[src/rtl/mem_loader_pkg.sv]
// loader_pkg: shared definitions for the boot-time program loader.
//   state_t       - loader session state encoding
//   LEN_256_CODE  - length byte value that selects a full 256-byte load
//   CSUM_OK       - required value of (sum of program bytes + checksum byte)
package loader_pkg;

  typedef enum logic [2:0] {
    ST_IDLE = 3'd0,
    ST_LEN  = 3'd1,
    ST_DATA = 3'd2,
    ST_CSUM = 3'd3,
    ST_DONE = 3'd4,
    ST_ERR  = 3'd5
  } state_t;

  localparam logic [7:0] LEN_256_CODE = 8'h00;
  localparam logic [7:0] CSUM_OK      = 8'h00;

endpackage : loader_pkg

[src/rtl/mem_loader_if.sv]
// mem_loader_if: stream input handshake plus memory-side bus of the loader.
//   in_valid/in_data/in_ready - byte stream into the loader
//   mem_en/mem_memwrite/mem_adr/mem_writedata - bus toward external memory
// slave  : the loader (consumes stream, drives memory bus)
// master : the environment (stream source, memory)
interface mem_loader_if #(
  parameter int unsigned WIDTH     = 8,
  parameter int unsigned ADDR_BITS = 8
);
  logic                 in_valid;
  logic [WIDTH-1:0]     in_data;
  logic                 in_ready;
  logic                 mem_en;
  logic                 mem_memwrite;
  logic [ADDR_BITS-1:0] mem_adr;
  logic [WIDTH-1:0]     mem_writedata;

  modport slave (
    input  in_valid, in_data,
    output in_ready, mem_en, mem_memwrite, mem_adr, mem_writedata
  );

  modport master (
    output in_valid, in_data,
    input  in_ready, mem_en, mem_memwrite, mem_adr, mem_writedata
  );
endinterface : mem_loader_if

[src/rtl/mem_loader.sv]
// mem_loader: boot-time program loader in front of a 256-byte memory.
// Holds the processor in reset, accepts length / N program bytes / checksum
// over a valid/ready stream, writes the program to addresses 0..N-1 and
// releases the processor only on a good checksum. Outside a session the
// processor's memory signals pass straight through.
// Ports:
//   clk, reset          - clock, asynchronous active-high reset
//   start               - single-cycle pulse beginning a load session
//   cpu_memwrite/cpu_adr/cpu_writedata - processor memory bus (pass-through)
//   bus (slave)         - stream handshake and memory bus
//   cpu_reset           - processor reset, high until a program is loaded
//   busy/done/err       - session status
module mem_loader
  import loader_pkg::*;
#(
  parameter int unsigned WIDTH     = 8,
  parameter int unsigned ADDR_BITS = 8
) (
  input  logic                 clk,
  input  logic                 reset,
  input  logic                 start,
  input  logic                 cpu_memwrite,
  input  logic [ADDR_BITS-1:0] cpu_adr,
  input  logic [WIDTH-1:0]     cpu_writedata,
  mem_loader_if.slave          bus,
  output logic                 cpu_reset,
  output logic                 busy,
  output logic                 done,
  output logic                 err
);

  localparam int unsigned REM_W = ADDR_BITS + 1;

  state_t               state_q, state_d;
  logic [ADDR_BITS-1:0] addr_q, addr_d;
  logic [WIDTH-1:0]     sum_q, sum_d;
  logic [REM_W-1:0]     remaining_q, remaining_d;
  logic                 cpu_reset_q, cpu_reset_d;

  logic                 accept;
  logic [WIDTH-1:0]     sum_plus_in;

  always_ff @(posedge clk or posedge reset) begin
    if (reset) begin
      state_q     <= ST_IDLE;
      addr_q      <= '0;
      sum_q       <= '0;
      remaining_q <= '0;
      cpu_reset_q <= 1'b1;
    end else begin
      state_q     <= state_d;
      addr_q      <= addr_d;
      sum_q       <= sum_d;
      remaining_q <= remaining_d;
      cpu_reset_q <= cpu_reset_d;
    end
  end

  assign sum_plus_in = sum_q + bus.in_data;

  always_comb begin
    state_d     = state_q;
    addr_d      = addr_q;
    sum_d       = sum_q;
    remaining_d = remaining_q;
    cpu_reset_d = cpu_reset_q;

    bus.in_ready = 1'b0;
    busy         = 1'b0;
    done         = 1'b0;
    err          = 1'b0;

    bus.mem_memwrite  = cpu_memwrite;
    bus.mem_adr       = cpu_adr;
    bus.mem_writedata = cpu_writedata;

    accept = 1'b0;

    unique case (state_q)
      ST_IDLE: begin
        if (start) state_d = ST_LEN;
      end

      ST_LEN: begin
        bus.in_ready      = 1'b1;
        busy              = 1'b1;
        bus.mem_memwrite  = 1'b0;
        bus.mem_adr       = addr_q;
        bus.mem_writedata = '0;
        accept            = bus.in_valid;
        if (accept) begin
          // Length code zero means a full address space load.
          remaining_d = (bus.in_data == WIDTH'(LEN_256_CODE))
                        ? REM_W'(1 << ADDR_BITS)
                        : REM_W'(bus.in_data);
          addr_d  = '0;
          sum_d   = '0;
          state_d = ST_DATA;
        end
      end

      ST_DATA: begin
        bus.in_ready      = 1'b1;
        busy              = 1'b1;
        // Write is combinational; memory captures on the falling edge.
        bus.mem_memwrite  = bus.in_valid;
        bus.mem_adr       = addr_q;
        bus.mem_writedata = bus.in_data;
        accept            = bus.in_valid;
        if (accept) begin
          addr_d      = addr_q + 1'b1;
          sum_d       = sum_plus_in;
          remaining_d = remaining_q - 1'b1;
          if (remaining_q == REM_W'(1)) state_d = ST_CSUM;
        end
      end

      ST_CSUM: begin
        bus.in_ready      = 1'b1;
        busy              = 1'b1;
        bus.mem_memwrite  = 1'b0;
        bus.mem_adr       = addr_q;
        bus.mem_writedata = '0;
        accept            = bus.in_valid;
        if (accept) begin
          if (sum_plus_in == WIDTH'(CSUM_OK)) begin
            state_d     = ST_DONE;
            cpu_reset_d = 1'b0;
          end else begin
            state_d = ST_ERR;
          end
        end
      end

      ST_DONE: begin
        done = 1'b1;
        if (start) begin
          state_d     = ST_LEN;
          cpu_reset_d = 1'b1;
        end
      end

      ST_ERR: begin
        err = 1'b1;
        if (start) begin
          state_d     = ST_LEN;
          cpu_reset_d = 1'b1;
        end
      end

      default: state_d = ST_IDLE;
    endcase
  end

  assign bus.mem_en = 1'b1;
  assign cpu_reset  = cpu_reset_q;

endmodule : mem_loader

[src/flat_wrapper.sv]
// flat-port wrapper written by rule: the top's interface ports become plain ports
module mem_loader_flat import loader_pkg::*;
#(
  parameter int unsigned WIDTH     = 8,
  parameter int unsigned ADDR_BITS = 8
)
  (clk, reset, start, cpu_memwrite, cpu_adr, cpu_writedata, cpu_reset, busy, done, err, bus_in_valid, bus_in_data, bus_in_ready, bus_mem_en, bus_mem_memwrite, bus_mem_adr, bus_mem_writedata);
  mem_loader_if #(.WIDTH(WIDTH), .ADDR_BITS(ADDR_BITS)) bus_i ();
  input  logic clk;
  input  logic reset;
  input  logic start;
  input  logic cpu_memwrite;
  input  logic [ADDR_BITS-1:0] cpu_adr;
  input  logic [WIDTH-1:0] cpu_writedata;
  output logic cpu_reset;
  output logic busy;
  output logic done;
  output logic err;
  input wire logic [$bits(bus_i.in_valid)-1:0] bus_in_valid;
  input wire logic [$bits(bus_i.in_data)-1:0] bus_in_data;
  output wire logic [$bits(bus_i.in_ready)-1:0] bus_in_ready;
  output wire logic [$bits(bus_i.mem_en)-1:0] bus_mem_en;
  output wire logic [$bits(bus_i.mem_memwrite)-1:0] bus_mem_memwrite;
  output wire logic [$bits(bus_i.mem_adr)-1:0] bus_mem_adr;
  output wire logic [$bits(bus_i.mem_writedata)-1:0] bus_mem_writedata;
  assign bus_i.in_valid = bus_in_valid;
  assign bus_i.in_data = bus_in_data;
  assign bus_in_ready = bus_i.in_ready;
  assign bus_mem_en = bus_i.mem_en;
  assign bus_mem_memwrite = bus_i.mem_memwrite;
  assign bus_mem_adr = bus_i.mem_adr;
  assign bus_mem_writedata = bus_i.mem_writedata;
  mem_loader #(.WIDTH(WIDTH), .ADDR_BITS(ADDR_BITS)) u_core (.clk(clk), .reset(reset), .start(start), .cpu_memwrite(cpu_memwrite), .cpu_adr(cpu_adr), .cpu_writedata(cpu_writedata), .bus(bus_i), .cpu_reset(cpu_reset), .busy(busy), .done(done), .err(err));
endmodule
[config.mk]
export PLATFORM = sky130hd
export DESIGN_NAME = mem_loader_flat
export DESIGN_NICKNAME = d
export VERILOG_FILES = /design/src/rtl/mem_loader_pkg.sv /design/src/rtl/mem_loader_if.sv /design/src/rtl/mem_loader.sv /design/src/flat_wrapper.sv
export SDC_FILE = /design/constraint.sdc
export NUM_CORES = 1
export LEC_CHECK = 0
export ABC_AREA = 0
export BUFFER_PORTS_ARGS = -buffer_cell sky130_fd_sc_hd__buf_2
export CORE_MARGIN = 2
export CORE_UTILIZATION = 58
export DETAILED_ROUTE_END_ITERATION = 10
export PLACE_DENSITY = 0.84
export SLEW_MARGIN = 30
export SYNTH_ARGS = -nofsm -noshare
export SYNTH_HDL_FRONTEND = slang
export SYNTH_SLANG_ARGS = --single-unit
export TNS_END_PERCENT = 50
[constraint.sdc]
create_clock -name clk -period 5.35 [get_ports clk]
set_input_delay 0.2675 -clock clk [delete_from_list [all_inputs] [get_ports clk]]
set_output_delay 0.2675 -clock clk [all_outputs]
set_load 0.02 [all_outputs]
## After elaboration in Yosys (flattened, before gate mapping)

Index checks and enable logic that the tools add are counted.

- Equal/unequal tests: 13
- Multipliers: 0
- Reductions and logical operators: 12
- Multiplexer cells: 26
- Add/sub/neg operators: 3
- Divide/modulo/power cells: 0
- Shift-type cells: 0
- $lt $le $gt $ge: 0
- Bitwise logic cells: 0

Operators by type and width:

| operator | number |
|---|---|
| $pmux 8 s2 | 3 |
| $mux 8 | 4 |
| $mux 9 | 3 |
| $pmux 9 s2 | 1 |
| $logic_not 8->1 | 2 |
| $mux 3 | 5 |
| $pmux 3 s4 | 1 |
| $eq 9x1->1 const B | 1 |
| $sub 9x1->9 const B | 1 |
| $add 8x1->8 const B | 1 |
| $add 8x8->8 | 1 |
| $ne 2x1->1 const B | 4 |
| $mux 1 | 7 |
| $eq 3x2->1 const B | 2 |
| $eq 3x3->1 const B | 2 |
| $ne 2x2->1 const B | 3 |
| $reduce_or 3->1 | 2 |
| $reduce_and 5->1 | 1 |
| $pmux 1 s2 | 2 |
| $reduce_and 4->1 | 1 |
| $reduce_bool 2->1 | 2 |
| $reduce_or 2->1 | 2 |
| $eq 3x1->1 const B | 1 |
| $logic_not 3->1 | 1 |
| $reduce_and 3->1 | 1 |

- Flip-flop bits (word level): 29
- Output and inout bits: 23
- Bits in read-only memories: 0
- Memory bits (writable): 0
- Memories kept: 0
- Logic and storage cells: 59
- Bits in latches: 0

## Depth between registers and ports, before layout

- Depth in word-level cells: 5
- Mapped depth: 8

## Least setup slack after synthesis

No wires, ideal clock.

- Path kind: reg-to-reg
- Start point: register u_core.sum_q[0]
- End point: register u_core.state_q[0]
- Buffers on the path: 0
- Setup time: 0.137 ns
- Path slack: 3.381 ns
- Arrival: 1.833 ns
- Stages on the path, launching flop included: 8
- Required time: 5.213 ns
- Cell sequence: dfrtp_1 > ha_1 > fa_1 > a211oi_2 > o21ba_2 > o221ai_1 > nor3b_1 > a31oi_1

- Cells in the longest elaborated chain, start to end: 5

RTL lines:

| item | line | RTL |
|---|---|---|
| start, declared | mem_loader.sv:36 | `logic [WIDTH-1:0] sum_q, sum_d;` |
| start signal, assigned | mem_loader.sv:53 | `sum_q <= sum_d;` |
| $add 8x8->8 | mem_loader.sv:59 | `assign sum_plus_in = sum_q + bus.in_data;` |
| $logic_not 8->1 | mem_loader.sv:126 | `if (sum_plus_in == WIDTH'(CSUM_OK)) begin` |
| $mux 1 | mem_loader.sv:126 |  |
| $mux 3 | mem_loader.sv:125 | `if (accept) begin` |
| $pmux 3 s4 | mem_loader.sv:79 | `unique case (state_q)` |
| end signal, assigned | mem_loader.sv:51 | `state_q <= state_d;` |
| end, declared | mem_loader.sv:34 | `state_t state_q, state_d;` |

Every way passes these cells. The select of a mux whose other input is x is not followed.
A chain may end at the register's enable or synchronous reset.

## Final worst setup path

Same ends and word-level chain as after synthesis.

==> impl_metrics.env <==
export IMPL_insertion_delay_ns=0.28
export IMPL_p_leak_nw=1.20
export IMPL_rsz0062_at_grt="no"
export IMPL_die_w_um=65.0
export IMPL_dieArea_um2=4230
export IMPL_gp_congestion=0.975
export IMPL_die_y_um=65.0
export IMPL_finalSetupTns_ns=0
export IMPL_yosysSeqAreaShare_pct=33.6
export IMPL_r2r_start="u_core.sum_q[0]"
export IMPL_yosysTopAreaCell="dfrtp_1"
export IMPL_synth_cells=254
export IMPL_path_max_fanout=4
export IMPL_synth_most_common_cell="nand2_1"
export IMPL_wl_met2_um=2500
export IMPL_setup_worst_path_start="u_core.sum_q[0]"
export IMPL_overflow=0
export IMPL_fillers=315
export IMPL_async_flop_share_pct=100
export IMPL_period_minus_slack_ns=2.32
export IMPL_highest_layer="met4"
export IMPL_fin_nets=338
export IMPL_cp_arrival_ns=2.46
export IMPL_ys_types=59
export IMPL_ff2ff_setup_slack_ns=3.03
export IMPL_r2r_end="u_core.state_q[0]"
export IMPL_synth_cell_area_um2=2160
export IMPL_drcViolationCount=0
export IMPL_wire_per_inst_um=14.9
export IMPL_wl_met1_um=2380
export IMPL_cts_sinks=29
export IMPL_vias=2090
export IMPL_maxSlewViolCount=0
export IMPL_clk_path_buf_depth=2
export IMPL_vias_per_cell=6.02
export IMPL_multi_input_comb_area_um2=1330
export IMPL_syn_num_nets=294
export IMPL_irDropWorstVdd_v=0.000269
export IMPL_ys_warn_count=0
export IMPL_finalCritPeriodShare_pct=43.3
export IMPL_reg2reg_depth=7
export IMPL_synth_flop_cell="dfrtp_1"
export IMPL_fmax_mhz=432
export IMPL_post_cts_resized=0
export IMPL_antenna_cells=0
export IMPL_grt_total_usage_pct=26.4
export IMPL_dpl_hpwl_um=3730
export IMPL_crit_path_end="u_core.state_q[0]"
export IMPL_drive_gt1_share_pct=27.1
export IMPL_drv_cap=0
export IMPL_grt_pass1_vias=1851
export IMPL_synth_edff_count=0
export IMPL_cp_start_kind="register"
export IMPL_syn_area_per_cell_um2=8.51
export IMPL_antenna_found_initial=0
export IMPL_seqCellArea_um2=727
export IMPL_cts_hold_buf=0
export IMPL_synth_common_cells="nand2_1, dfrtp_1, nor2_1, o21ai_0, a22o_1"
export IMPL_syn2layout_area_growth_pct=15.1
export IMPL_outcome="finished, final reports clean"
export IMPL_cp_end_kind="register"
export IMPL_portBuffers=50
export IMPL_setup_worst_path_class="reg -> reg"
export IMPL_hold_path_class="in -> async"
export IMPL_start_util_pct=59.5
export IMPL_num_rows=22
export IMPL_root_buffer="clkbuf_8"
export IMPL_relSlewSlack_pct=45.3
export IMPL_cp_required_ns=5.49
export IMPL_holdWs_ns=0.0516
export IMPL_ant_nets=0
export IMPL_grt_pass1_wl_um=8630
export IMPL_grt_max_degree=35
export IMPL_ys_ff_latch=29
export IMPL_drt_initial_drc_count=148
export IMPL_met3_length_um=211
export IMPL_dr_pass1_iters=4
export IMPL_hold_viol_final=0
export IMPL_h_tree_depth=2
export IMPL_core_area_um2=3630
export IMPL_wl_um=5170
export IMPL_synth_top_area_share_pct=32.4
export IMPL_cts_buffers_inserted=5
export IMPL_setup_violations=0
export IMPL_power_density_nw_per_um2=588
export IMPL_clock_skew_ns=0.00414
export IMPL_cts_tree="yes"
export IMPL_io_pins=52
export IMPL_synth_area_leaders="dfrtp_1, nand2_1, ha_1"
export IMPL_cts_setup_buffers=0
export IMPL_tightest_slew_ns=0.821
export IMPL_clkTransAtPathRegs_ns=0.06
-- flip-flops by register name, indices dropped and copies added, names as in the netlist --
name / flops
u_core.remaining_q: 9
u_core.state_q: 3
u_core.sum_q: 8
u_core.cpu_reset: 1
u_core.addr_q: 8
-- worst max-delay path, stage by stage, from the launching register on --
cell,delay [ns]
dfrtp_1,0.39
ha_1,0.21
fa_1,0.43
a211oi_2,0.33
o21ba_2,0.21
o221ai_1,0.11
nor3b_1,0.35
a31oi_1,0.15
-- through the flow --
stage | worst slack, ns | utilization (%) | std cells | power (W) | cell area [um2]
after detailed placement | 3.05 | 66.2 | 339 | 0.00128 | 2400
after CTS | 3.03 | 68.5 | 347 | 0.00146 | 2490
after global placement | 3.08 | 66.0 | 339 | 0.00126 | 2400
after floorplan | 3.38 | - | 254 | 0.00109 | 2160
after global routing | 2.84 | 68.5 | 347 | 0.00158 | 2490
final | 3.03 | 68.5 | 347 | 0.00146 | 2490
-- report_power, final --
part	switching, W	internal [W]	total, W
clock	0.0000841	0.0000899	0.000174
combinational	0.000531	0.000340	0.000871
sequential	0.000115	0.000302	0.000417
total	0.000731	0.000732	0.00146
-- worst min path at each step --
stage / start / endpoint / cells past startpoint
after floorplan: reset / u_core.addr_q[0] / 1
after global placement: u_core.addr_q[7] / u_core.addr_q[7] / 1
after detailed placement: reset / u_core.addr_q[3] / 2
after CTS: reset / u_core.remaining_q[5] / 2
after global routing: reset / u_core.addr_q[3] / 2
final: reset / u_core.addr_q[3] / 2
-- cell families after synthesis --
family,synth area share [%]
buffers and inverters,5.21
other,0.174
flip-flops,33.6
AND/OR/NAND/NOR,25.0
AO/OA/AOI/OAI,27.2
XOR/XNOR,2.03
adder cells (fa/ha/maj),6.72
-- placed cells by master (no fill, tap or decap), types with 4 or more instances in the layout --
master and count:
a21oi_1 13, nand2_1 42, clkbuf_8 5, o21ai_1 5, xor2_1 5, dfrtp_1 28, ha_1 10, nor2_1 23
o21ai_0 15, nand3_1 6, inv_2 4, a31oi_1 7, buf_2 50, nor3b_1 4, a22o_1 14, inv_1 5
-- cell type report --
class / count / area share (%)
clock inverter: 2 / 0.402
timing repair buffer: 51 / 10.4
clock buffer: 6 / 2.92
sequential: 29 / 29.2
tap: 48 / 2.41
inverter: 9 / 1.36
multi-input combinational: 202 / 53.3
-- routing by layer --
layer	vias up	global-route usage, %
met5	-	0
met4	0	7.81
met3	10	3.65
met2	53	42.5
met1	1010	37.1
li1	1017	-
Power figures use the tool's default switching activity.
